### config.mk
export PLATFORM = sky130hd
export DESIGN_NAME = escalonador_atributos
export DESIGN_NICKNAME = d
export VERILOG_FILES = /design/src/rtl/tamagotchi_pkg.sv /design/src/rtl/atualizador_saturado.sv /design/src/rtl/escalonador_atributos.sv
export SDC_FILE = /design/constraint.sdc
export NUM_CORES = 1
export LEC_CHECK = 0
export ABC_AREA = 1
export BUFFER_PORTS_ARGS = -buffer_cell sky130_fd_sc_hd__clkbuf_2
export CORE_ASPECT_RATIO = 1.1
export CORE_UTILIZATION = 45
export CTS_CLUSTER_DIAMETER = 60
export DETAILED_ROUTE_END_ITERATION = 10
export PLACE_DENSITY = 0.66
export SLEW_MARGIN = 20
export SYNTH_ARGS = -nofsm -noshare
export SYNTH_HDL_FRONTEND = slang
export SYNTH_SLANG_ARGS = --single-unit
### constraint.sdc
create_clock -name clk -period 3 [get_ports clk]
set_clock_uncertainty 0.15 [all_clocks]
set_input_delay 0.15 -clock clk [delete_from_list [all_inputs] [get_ports clk]]
set_output_delay 0.15 -clock clk [all_outputs]
set_load 0.02 [all_outputs]
### src/rtl/tamagotchi_pkg.sv
// Shared definitions for the pet's state controller and attribute scheduler.
// Holds the estado codes, attribute width and scheduler FSM encoding.
package tamagotchi_pkg;

  localparam int ATTR_W = 8;

  localparam logic [3:0] IDLE       = 4'b0000;
  localparam logic [3:0] DORMINDO   = 4'b0001;
  localparam logic [3:0] COMENDO    = 4'b0010;
  localparam logic [3:0] DANDO_AULA = 4'b0100;
  localparam logic [3:0] MORTO      = 4'b1000;

  localparam logic OP_ADD = 1'b0;
  localparam logic OP_SUB = 1'b1;

  typedef enum logic [2:0] {
    ESPERA,
    UPD_FOME,
    UPD_FELIC,
    UPD_SONO,
    FIM
  } fase_t;

endpackage

### src/rtl/atualizador_saturado.sv
// Shared saturating add/subtract unit, clamps the result to [0, 255].
// Purely combinational; one attribute passes through it per cycle.
module atualizador_saturado
  import tamagotchi_pkg::*;
(
  input  logic [ATTR_W-1:0] valor,
  input  logic [ATTR_W:0]   magnitude,
  input  logic              op,
  output logic [ATTR_W-1:0] resultado
);

  logic [ATTR_W+1:0] soma;

  always_comb begin
    soma      = {2'b00, valor} + {1'b0, magnitude};
    resultado = valor;
    if (op == OP_SUB) begin
      if (magnitude > {1'b0, valor})
        resultado = '0;
      else
        resultado = valor - magnitude[ATTR_W-1:0];
    end else begin
      if (soma[ATTR_W+1:ATTR_W] != 2'b00)
        resultado = '1;
      else
        resultado = soma[ATTR_W-1:0];
    end
  end

endmodule

### src/rtl/escalonador_atributos.sv
// Periodic attribute scheduler: every tick applies estado to fome,
// felicidade and sono, one attribute per cycle through a shared unit.
module escalonador_atributos
  import tamagotchi_pkg::*;
#(
  parameter int                TICK_W     = 22,
  parameter logic [ATTR_W-1:0] DELTA_UP   = 8'd8,
  parameter logic [ATTR_W-1:0] DELTA_DOWN = 8'd1,
  parameter logic [ATTR_W-1:0] INIT       = 8'd128
) (
  input  logic              clk,
  input  logic              rst_n,
  input  logic [3:0]        estado,
  output logic [ATTR_W-1:0] fome,
  output logic [ATTR_W-1:0] felicidade,
  output logic [ATTR_W-1:0] sono,
  output logic              morto,
  output logic              atualizado
);

  logic [TICK_W-1:0] prescaler;
  logic              tick;
  fase_t             fase;
  fase_t             fase_prox;
  logic [3:0]        estado_lat;

  logic [ATTR_W-1:0] valor;
  logic [ATTR_W:0]   magnitude;
  logic              op;
  logic [ATTR_W-1:0] resultado;
  logic              valido;
  fase_t             alvo;
  logic              sobe;
  logic              dobro;

  assign tick = &prescaler;

  always_comb begin
    fase_prox = fase;
    unique case (fase)
      ESPERA:    if (tick && !morto) fase_prox = UPD_FOME;
      UPD_FOME:  fase_prox = UPD_FELIC;
      UPD_FELIC: fase_prox = UPD_SONO;
      UPD_SONO:  fase_prox = FIM;
      FIM:       fase_prox = ESPERA;
      default:   fase_prox = ESPERA;
    endcase
  end

  // alvo is the phase whose attribute gets replenished
  always_comb begin
    valido = 1'b1;
    alvo   = ESPERA;
    unique case (1'b1)
      (estado_lat == IDLE):       alvo = ESPERA;
      (estado_lat == COMENDO):    alvo = UPD_FOME;
      (estado_lat == DANDO_AULA): alvo = UPD_FELIC;
      (estado_lat == DORMINDO):   alvo = UPD_SONO;
      default:                    valido = 1'b0;
    endcase
  end

  always_comb begin
    sobe  = (alvo != ESPERA) && (fase == alvo);
    dobro = (estado_lat == DANDO_AULA) && (fase == UPD_SONO);
    op    = sobe ? OP_ADD : OP_SUB;
    if (!valido)
      magnitude = '0;
    else if (sobe)
      magnitude = {1'b0, DELTA_UP};
    else if (dobro)
      magnitude = {DELTA_DOWN, 1'b0};
    else
      magnitude = {1'b0, DELTA_DOWN};
  end

  always_comb begin
    valor = fome;
    unique case (fase)
      UPD_FELIC: valor = felicidade;
      UPD_SONO:  valor = sono;
      default:   valor = fome;
    endcase
  end

  atualizador_saturado u_atualizador (
    .valor     (valor),
    .magnitude (magnitude),
    .op        (op),
    .resultado (resultado)
  );

  always_ff @(posedge clk) begin
    if (!rst_n) begin
      prescaler  <= '0;
      fase       <= ESPERA;
      estado_lat <= IDLE;
      fome       <= INIT;
      felicidade <= INIT;
      sono       <= INIT;
      morto      <= 1'b0;
      atualizado <= 1'b0;
    end else begin
      prescaler  <= prescaler + TICK_W'(1);
      fase       <= fase_prox;
      atualizado <= (fase_prox == FIM);
      if (fase == ESPERA && fase_prox == UPD_FOME)
        estado_lat <= estado;
      unique case (fase)
        UPD_FOME:  fome       <= resultado;
        UPD_FELIC: felicidade <= resultado;
        UPD_SONO:  sono       <= resultado;
        FIM: begin
          if (fome == '0 || felicidade == '0 || sono == '0)
            morto <= 1'b1;
        end
        default: ;
      endcase
    end
  end

endmodule

Word level (Yosys, flattened, before mapping). Index checks and enable logic that the tools add are counted.

Register bits: 55. Output and inout bits: 26.

Reductions and logical operators: 17. $add $sub $neg: 3. Order comparisons: 1. Multiplexer cells: 11. Eq/ne operators: 10.

Operators with widths (count): logical NOT 8 bit (3); two-way mux 8 bit (3); adder 22 x 1 -> 22 bit, second input constant (1); AND reduction 22 bit (1); case mux 8 bit (2 select lines) (1); case mux 3 bit (4 select lines) (1); adder 8 x 4 -> 9 bit (1); greater-than comparator 4 x 8 -> 1 bit (1); two-way mux 4 bit (2); subtractor 8 x 4 -> 8 bit (1); == test 3 x 1 -> 1 bit, second input constant (2); == test 3 x 2 -> 1 bit, second input constant (2); == test 3 bit, second input constant (2); case mux 2 bit (3 select lines) (1); == test 4 x 1 -> 1 bit, second input constant (1); == test 4 x 2 -> 1 bit, second input constant (1); == test 4 x 3 -> 1 bit, second input constant (1); logical AND 1 bit (4); logical NOT 4 bit (1); OR reduction 4 bit (1); == test 3 bit (1); logical NOT 3 bit (1); two-way mux 3 bit (1); nonzero test 3 bit (1); 6 further kinds (7).

Logic depth before layout (Yosys ltp). Gate-level depths: netlist (run 1).

Depth in word-level cells: 10. Depth in mapped cells: 20.

By module. A second synthesis (run 1) with hierarchy kept.

Cells, all modules: 578. Area total of the unflattened synthesis: 3739.8 sq um.

Modules (own cells, without submodules): escalonador_atributos (instances 1, sequential area each 1101.1 sq um, area an instance 2571.2 sq um, cells an instance 372); atualizador_saturado (instances 1, sequential area each 0.0 sq um, area an instance 1168.6 sq um, cells an instance 206).

Least setup slack after synthesis (run 1). No wires, ideal clock.

Path kind: reg2reg. Start: reg estado_lat[3]. End: reg fome[6]. Cell stages (with the launch flop): 19. Setup slack: 0.095 ns. Data arrival time: 2.646 ns. Data required time: 2.741 ns. Clock period less this slack: 2.905 ns. Buffers on the path: 1. Cell sequence: dfxtp_1 -> nor2_1 -> nand3_1 -> nand2_1 -> xor2_1 -> nor2_4 -> buf_2 -> a311oi_1 -> ha_1 -> fa_1 -> inv_1 -> nor2_1 -> nand3_1 -> a21oi_1 -> nand3_1 -> nand3_1 -> nand3_1 -> nand2_1 -> inv_1.

Word-level cells in the longest chain between the ends: 10. Elaborated cells on any way between the ends: 21. Those cells by class: add/sub: 2; order compare: 1; eq/ne: 4; mux: 8; reduce/logical: 6.

Ends and longest elaborated chain: start: declaration (line escalonador_atributos.sv:25) `logic [3:0] estado_lat;`; start signal: assignment (line escalonador_atributos.sv:108) `estado_lat <= estado;`; == test 4 x 1 -> 1 bit, or another cell as far along (line escalonador_atributos.sv:58) `(estado_lat == DORMINDO): alvo = UPD_SONO;`; case mux 2 bit (3 select lines) (line escalonador_atributos.sv:54) `unique case (1'b1)`; == test 3 bit or nonzero test 3 bit (tied branches) (line escalonador_atributos.sv:64) `sobe = (alvo != ESPERA) && (fase == alvo);`; logical AND 1 bit (line escalonador_atributos.sv:64); two-way mux 4 bit (line escalonador_atributos.sv:69) `else if (sobe)`; two-way mux 4 bit (line escalonador_atributos.sv:67) `if (!valido)`; adder 8 x 4 -> 9 bit (line atualizador_saturado.sv:15) `soma = {2'b00, valor} + {1'b0, magnitude};`; nonzero test 2 bit (line atualizador_saturado.sv:23) `if (soma[ATTR_W+1:ATTR_W] != 2'b00)`; two-way mux 8 bit (line atualizador_saturado.sv:23); two-way mux 8 bit (*) (line atualizador_saturado.sv:17) `if (op == OP_SUB) begin`; end signal: assignment (line escalonador_atributos.sv:110) `UPD_FOME: fome <= resultado;`; end: declaration (line escalonador_atributos.sv:14) `output logic [ATTR_W-1:0] fome,`.

Mark *: on every way between the ends. The rest lies on a longest branch, timed or not. A chain may end at the register's enable or synchronous reset.

Worst setup path after layout (run 1).
Start: reg estado_lat[3]. End: reg fome[3].

Same word-level chain as after synthesis.

==> flow_summary.toml, run 1 <==
[run_status]
status = "finished clean"

[timing]
hold_viol = 0
min_period_ps = 2810
tightest_slew_ps = 579
setup_ws_ps = 188
finalCritPeriodShare_pct = 93.7
finalMaxSlewViolations = 0
fin_tns_setup_ps = 0
fmax_mhz = 356
rsz0062_at_grt = "true"
setup_violations = 0
slew_headroom_pct = 61.0

[layout]
drive_above_1_share_pct = 18.6
fin_nets = 562
diodes = 0
syn2layout_area_growth_pct = 15.9
layout_common_cells = "nand2_1 (99), inv_1 (83), dfxtp_1 (52)"
final_common_cell = "nand2_1"

[floorplan]
core_um2 = 7050
io_pins = 32
rows = 32
initial_core_util_pct = 46.9
fp.dieH_um = 91.9
die_w_um = 83.7
die_area_um2 = 7700

[yosys]
syn_area_um2 = 3310
synth_area_leaders = "dfxtp_1 (33%), nand2_1 (11%), inv_1 (9.4%)"
syn-mean-instance-area_um2 = 6.61
synthArstFlopShare_pct = 0
synth_seq_cells = 55
synth_ff_type = "dfxtp_1"
syn-instance-count = 500
synth_top_area_cell = "dfxtp_1"
synth_top_area_share_pct = 33.3
yosysUniqueCellTypes = 37
seq_area_frac_synth_pct = 33.3
synth_edf_count = 0
syn_nets = 516
yosysWarnings = 0

[global_route]
first_global_vias = 3050
grtUsageTotal_pct = 22.4
antenna_found_initial = 0
overflow = 0
grt_max_degree = 29
grt_pass1_wl_um = 14000

[cts]
clock-root-buffer = "clkbuf_8"
cts_setup_buffers = 0
clk_latency_ps = 310
tritoncts = "yes"
cts_max_level = 2
path_clk_slew_ps = 100
cts_buffers = 5
cts_buffer_depth = 2
cts.sinks = 55

[flow_run]
drv_cap = 0

[worst_setup_path]
crit_type = "reg2reg"
slowest_delay_ps = 350
start_kind = "flip-flop"
crit_family = "simple AND/OR/NAND/NOR gates"
critPathBufInv = 2
worstSetupEndpointType = "flip-flop"
worstPathArrival_ps = 2930
crit_slowest_cell = "dfxtp_1"
crit_top_cell = "nand2_1"
path_cells = "nor2_2 -> nand3_2 -> nand2_1 -> xor2_2 -> nor2_4 -> a311oi_2 -> ha_2 -> fa_1 -> inv_1 -> nor2_1 -> nand3_1 -> a21oi_1 -> nand2_1 -> nand2_1 -> nand2_1 -> nand3_1 -> nand2_1 -> inv_1"
crit_required_ps = 3120
critPathMaxFanout = 3

[pwr]
powerDensity_nw_per_um2 = 480
irDropWorstVdd_v = 0.000246
power_leakage_nw = 1.74

[route]
vias_per_cell = 5.26
wl_um = 8170
drc_errors = 0
wire_per_inst_um = 12.9
drtIter0Drc = 311
via_count = 3322
drtPass1Iterations = 5
ant_nets = 0

[place]
hpwl_um = 6290
port_buffers = 31
dp_slack_ps = 69.2
gp_congestion = 0.933

[min_path]
hold_path_class = "in2reg"
==> cell type report <==
cell class	instances	area, um^2
clock buffers	6	82.6
repair buffers	50	308
fillers	681	3210
clock inverters	2	35.0
multi-input cells	345	1860
well taps	85	106
flip-flops and latches	55	1110
inverters	89	334
==> state kept, by name, summed over array words and instances (netlist names) <==
name and flops:
morto 1, estado_lat 4, atualizado 1, sono 8
fome 8, fase 3, prescaler 22, felicidade 8
==> repair_timing <==
item / 4_1_cts / 5_1_grt
endpoints found under the hold margin: 4 / 0
gates resized for setup: 0 / 15
setup endpoints to repair: 0 / 24
hold buffers: 4 / 0
==> cells in the mapped netlist (2+ instances only) <==
master,count
o21ai_0,11
nor2_1,47
nor3_1,7
nor2_2,2
nor4_1,4
nor3b_1,3
inv_1,83
buf_4,2
inv_2,4
xor2_1,3
nand2_1,99
ha_1,8
o21a_1,4
nor2_4,4
xnor2_1,3
o21ai_1,5
o221ai_1,2
nand2_2,17
a21oi_1,44
nand2_4,4
clkinv_1,2
dfxtp_1,55
fa_1,2
clkbuf_1,8
nand4_1,15
nand3_1,51
==> metal layers <==
metal	vias up	share of wire [%]	GRT usage, %
met5	-	0	0
met4	0	2.7	8.05
met3	23	4.4	3.24
met2	111	49	39.4
met1	1497	44	27.7
li1	1691	-	-
==> per-stage QoR <==
stage | instance area (um^2) | instances | util (%) | hold slack (ps) | total power [mW]
6_report | 3830 | 632 | 54.4 | 54.3 | 1.84
5_1_grt | 3830 | 632 | 54.4 | 79.8 | 1.96
2_1_floorplan | 3310 | 500 | - | 165 | 1.20
4_1_cts | 3790 | 632 | 53.8 | 54.1 | 1.85
3_3_place_gp | 3630 | 620 | 51.5 | 258 | 1.33
3_5_place_dp | 3630 | 620 | 51.5 | 268 | 1.33
==> worst register-to-register path, delay by kind of cell (launching register included) <==
kind                       cells  cell delay, ps
DFF                            1             350
adders and majority gates      2             400
AOI/OAI and AO/OA              2             470
buffers and inverters          2             120
and+or+nand+nor               11            1110
xor gates and xnor gates       1             190
==> path summary, 6_finish.rpt <==
kind	startpoint	to	slack (ps)	cells past startpoint
min	rst_n	prescaler[1]	50	3
max	estado_lat[3]	fome[3]	190	18
max reg2reg	estado_lat[3]	fome[3]	190	18
min reg2reg	prescaler[0]	prescaler[0]	310	1
==> power by group <==
group	switching, mW	total (mW)	internal [mW]
combinational	0.361	0.552	0.191
clock	0.243	0.514	0.270
sequential	0.0221	0.775	0.753
==> kinds of logic after synthesis <==
group	Yosys count	synth area share (%)
fa+ha+maj	10	4.24
buf+inv	100	11.6
flops	55	33.3
compound gates	71	11.7
simple gates	258	37.5
xor+xnor	6	1.59
(Power assumes the default switching activity.)
==> run 2, diff against run 1 <==
Settings changed: BUFFER_PORTS_ARGS -buffer_cell sky130_fd_sc_hd__clkbuf_2 to unset, CTS_BUF_LIST set to sky130_fd_sc_hd__clkbuf_8, DONT_BUFFER_PORTS set to 1, PLACE_DENSITY 0.66 to unset.
==> flow_summary.toml, run 2 (synthesis results as in run 1) <==
[run_status]
status = "finished clean"

[pwr]
combPwrFrac_pct = 29.8
p_total_mw = 1.85
power_leakage_nw = 1.61
p_seq_share_pct = 43.3
p_clk_share_pct = 26.9
p_int_mw = 1.20
p_sw_share_pct = 35.1
p_switching_mw = 0.648
powerDensity_nw_per_um2 = 493
irDropWorstVdd_v = 0.000290

[global_route]
first_global_vias = 2946
antenna_found_initial = 0
grt_pass1_wl_um = 14200
met2_usage_pct = 40.9
use_met3_pct = 3.96
grt_max_degree = 45
busiest_layer = "met2"
overflow = 0
met1_usage_pct = 28.7
grtUsageTotal_pct = 23.1

[worst_setup_path]
crit_required_ps = 3110
crit_top_cell = "nand2_1"
critPathMaxFanout = 8
crit_family = "simple AND/OR/NAND/NOR gates"
start_kind = "flip-flop"
crit_slowest_cell = "dfxtp_1"
crit_cells = 17
worstSetupEndpointType = "flip-flop"
worstPathArrival_ps = 2920
critPathBufInv = 4
crit_type = "reg2reg"
slowest_delay_ps = 400
ff2ff_path_depth = 17
path_cells = "inv_1 -> nor2_1 -> nand2_1 -> inv_1 -> buf_4 -> nand2_1 -> o221ai_1 -> ha_2 -> nor2_2 -> nand3_2 -> nand2_2 -> nand2_1 -> o21ai_1 -> nand3_1 -> nand3_1 -> nand2_1 -> inv_1"

[cts]
clock-root-buffer = "clkbuf_8"
path_clk_slew_ps = 100
cts.sinks = 55
cts_buffer_depth = 2
cts_max_level = 2
cts_buffers = 5
tritoncts = "yes"
clk_latency_ps = 310

[floorplan]
io_pins = 32
die_w_um = 83.7
fp.dieH_um = 91.9
rows = 32
die_area_um2 = 7700
initial_core_util_pct = 46.9
core_um2 = 7050

[layout]
final_cell_area_um2 = 3740
fin_nets = 535
largest_register_ffs = 22
syn2layout_area_growth_pct = 13.2
utilization_pct = 53.1
top_register = "prescaler"
seq_area_um2 = 1110
fillers = 714
multi_input_area_um2 = 1900
final_common_cell = "nand2_1"
drive_above_1_share_pct = 16.6
layout_common_cells = "nand2_1 (96), inv_1 (83), dfxtp_1 (49)"
diodes = 0

[place]
hpwl_um = 6250
dp_slack_ps = -12.2
gp_congestion = 0.915
dpl_cell_area_um2 = 3470
port_buffers = 0

[timing]
setup_ws_ps = 190
slew_headroom_pct = 66.5
hold_viol = 0
fin_tns_setup_ps = 0
fmax_mhz = 356
min_period_ps = 2810
finalCritPeriodShare_pct = 93.7
tightest_slew_ps = 498
setup_violations = 0
finalMaxSlewViolations = 0

[route]
drtPass1Iterations = 4
drtIter0Drc = 189
drc_errors = 0
via_count = 3177
vias_per_cell = 5.26
wire_per_inst_um = 14.1
ant_nets = 0
wl_um = 8540

[min_path]
hold_path_class = "in2reg"
hold_depth = 3

[flow_run]
drv_cap = 0
run 2: cell types whose count changed in the layout (fill, tap and decap cells not counted), sizes merged:
cell         change
buf              +3
clkbuf          -32
clkinv           -1
clkinvlp         +1
dlygate4sd3      +1
run 2: through the flow:
step                      instances  hold slack, ps
after floorplan                 500             165
after global placement          588            99.5
after detailed placement        588             101
after CTS                       600             142
after global routing            604             194
final                           604             152
run 2: metal layers:
layer	share of wire [%]	up-vias
met5	0	-
met2	51	60
li1	-	1631
met1	44	1477
met4	1.2	0
met3	3.9	9
run 2: tightest hold or removal path, delay by kind of cell:
family,cells,cell delay [ps]
buf+inv,2,300
simple gates,1,130
run 2: repair_timing:
| item | in CTS | in global routing |
|---|---|---|
| endpoints found under the hold margin | 15 | 0 |
| hold buffers | 5 | 0 |
| pin swaps | 0 | 12 |
| buffers inserted | 0 | 4 |
| endpoints found under the setup margin | 3 | 24 |
| resized for setup | 1 | 28 |
run 2: final timing paths:
path | start | end | slack [ps]
worst min-delay path | rst_n | prescaler[0] | 150
worst min register to register | prescaler[0] | prescaler[0] | 310
worst max-delay path | fase[1] | fome[6] | 190
worst max register to register | fase[1] | fome[6] | 190
run 2: layout make-up:
cell class                 instances  share of cell area [%]
tap                               85                    2.84
timing repair buffer              23                    5.05
inverter                          89                    8.92
multi-input combinational        345                    50.8
clock buffer                       5                    1.84
clock inverter                     2                    1.00
sequential                        55                    29.6
run 2: power by group through the flow:
stage | registers (mW) | logic, mW | clock network, mW
global placement | 0.814 | 0.494 | 0
detailed placement | 0.814 | 0.494 | 0
floorplan | 0.806 | 0.390 | 0
CTS | 0.797 | 0.506 | 0.510
global route | 0.802 | 0.612 | 0.535
finish | 0.799 | 0.549 | 0.497
==> run 3, diff against run 2 <==
Settings changed: ABC_AREA 1 to unset.
==> flow_summary.toml, run 3 <==
[worst_setup_path]
crit_type = "reg2reg"
critPathMaxFanout = 6
r2r_end = "sono[6]"
crit_required_ps = 3040
r2r_start = "fase[1]"
ff2ff_path_depth = 11
worstSetupEndpointType = "flip-flop"
start_kind = "flip-flop"
worstPathArrival_ps = 2940
rrSetupSlack_ps = 100

[timing]
fmax_mhz = 345
rsz0062_at_grt = "true"
setup_violations = 0
min_period_ps = 2900
slew_headroom_pct = 62.9
setup_ws_ps = 105
finalMaxSlewViolations = 0
tightest_slew_ps = 555
finalCritPeriodShare_pct = 96.5
hold_viol = 0

[min_path]
worstHoldEndpoint = "prescaler[0]"
hold_path_class = "reg2reg"
hold_depth = 1
hold_path.startpoint = "prescaler[0]"

[yosys]
muxShareOfSynthArea_pct = 7.61
syn-instance-count = 352
yosys.area_share.simple_pct = 23.6
synth_edf_count = 0
ys_top_cells_by_count = "dfxtp_1 (55), nand2_1 (26), and2_1 (20)"
syn-mean-instance-area_um2 = 8.69
synth_xor_area_share_pct = 6.58
yosysUniqueCellTypes = 53
synth.most_common_cell = "dfxtp_1"
syn_nets = 368
synth_top_area_cell = "dfxtp_1"
syn_area_um2 = 3060
seq_area_frac_synth_pct = 36.0
synthArstFlopShare_pct = 0
synth_top_family_by_area = "simple AND/OR/NAND/NOR gates"
yosysWarnings = 0
synth_area_leaders = "dfxtp_1 (36%), and2_1 (4.1%), xnor2_1 (4.0%)"
synth_seq_cells = 55
synth-adder-area-share_pct = 4.58
synth_compound_area_share_pct = 17.1
synth_ff_type = "dfxtp_1"
synth_top_area_share_pct = 36.0

[layout]
layout_common_cells = "dfxtp_1 (51), buf_4 (27), nand2_1 (26)"
final_common_cell = "dfxtp_1"
fin_nets = 392
largest_register_ffs = 22
utilization_pct = 54.8
syn2layout_area_growth_pct = 18.2
diodes = 0
top_register = "prescaler"
drive_above_1_share_pct = 21.2

[floorplan]
fp.dieH_um = 88.5
io_pins = 32
rows = 31
die_w_um = 80.6
initial_core_util_pct = 46.4
die_area_um2 = 7130
core_um2 = 6590

[cts]
cts_max_level = 2
cts.sinks = 55
cts_buffer_depth = 2
path_clk_slew_ps = 90
cts_buffers = 5
clock-root-buffer = "clkbuf_8"
tritoncts = "yes"
clk_latency_ps = 310

[route]
via_count = 2568
vias_per_cell = 5.59
drtPass1Iterations = 4
wire_per_inst_um = 16.3
ant_nets = 0
drc_errors = 0
drtIter0Drc = 123
wl_um = 7470

[global_route]
grt_max_degree = 56
antenna_found_initial = 0
overflow = 0
grt_pass1_wl_um = 11600
first_global_vias = 2326
grtUsageTotal_pct = 21.6

[place]
hpwl_um = 5470
port_buffers = 0
gp_congestion = 0.857
dp_slack_ps = -133

[run_status]
status = "finished clean"

[pwr]
powerDensity_nw_per_um2 = 333
power_leakage_nw = 1.40
irDropWorstVdd_v = 0.000194

[flow_run]
drv_cap = 0
[run 3: area by class of cell]
cell class | instances | area [um^2]
Clock inverter | 1 | 3.75
Sequential cell | 55 | 1110
Inverter | 13 | 48.8
Tap cell | 82 | 103
Timing Repair Buffer | 35 | 295
Fill cell | 627 | 2980
Clock buffer | 7 | 96.3
Multi-Input combinational cell | 266 | 1960
[run 3: where the power goes]
group	leakage (nW)	internal, mW	switching, mW	total (mW)
Combinational	0.900	0.0128	0.0133	0.0260
Clock	0.0557	0.208	0.235	0.443
Sequential	0.446	0.733	0.00306	0.736
Total	1.40	0.954	0.252	1.21
[run 3: per-stage QoR]
| step | hold slack [ps] | cell area, um^2 | total power [mW] | TNS, ps | std cells |
|---|---|---|---|---|---|
| finish | 336 | 3620 | 1.21 | 0 | 459 |
| global route | 355 | 3620 | 1.25 | -35.5 | 459 |
| CTS | 341 | 3490 | 1.22 | 0 | 457 |
| detailed placement | 92.3 | 3300 | 0.761 | -630 | 443 |
| global placement | 84.4 | 3300 | 0.761 | -400 | 443 |
| floorplan | 166 | 3100 | 0.767 | -3360 | 352 |
[run 3: logic make-up after synthesis]
| group | after synthesis |
|---|---|
| AND/OR/NAND/NOR | 132 |
| flip-flops | 55 |
| adder cells (fa/ha/maj) | 10 |
| XOR/XNOR | 23 |
| buffers and inverters | 31 |
| AO/OA/AOI/OAI | 80 |
| multiplexers | 21 |
[run 3: what timing repair did]
item / CTS / global route
gates resized for setup: 3 / 29
setup buffers: 0 / 2
setup endpoints to repair: 17 / 24
pin swaps: 0 / 8
endpoints found under the hold margin: 55 / 0
hold buffers: 6 / 0
[run 3: how the worst max path moves through the flow]
stage / from / endpoint / slack (ps) / depth (start not counted)
6_report: fase[1] / sono[6] / 100 / 11
5_1_grt: fase[1] / felicidade[6] / -10 / 11
4_1_cts: estado_lat[1] / sono[3] / 8 / 12
3_5_place_dp: fase[1] / felicidade[0] / -130 / 13
3_3_place_gp: fase[1] / felicidade[0] / -120 / 13
2_1_floorplan: fase[1] / felicidade[6] / -280 / 15
[run 3: routing by layer]
| metal | track usage (%) | wire (um) |
|---|---|---|
| met1 | 28.0 | 3470 |
| met2 | 34.9 | 3560 |
| met3 | 4.74 | 312 |
| met4 | 8.77 | 119 |
| met5 | 0 | 0 |
[run 3: worst max-delay path: stages, from the launching register on]
cell	delay, ps
dfxtp_2	360
nor2b_4	140
and2_4	160
o21a_1	170
o22a_1	190
nor3_4	210
ha_2	240
fa_2	240
a31oi_4	120
or4_4	560
a21oi_4	170
o31ai_1	80
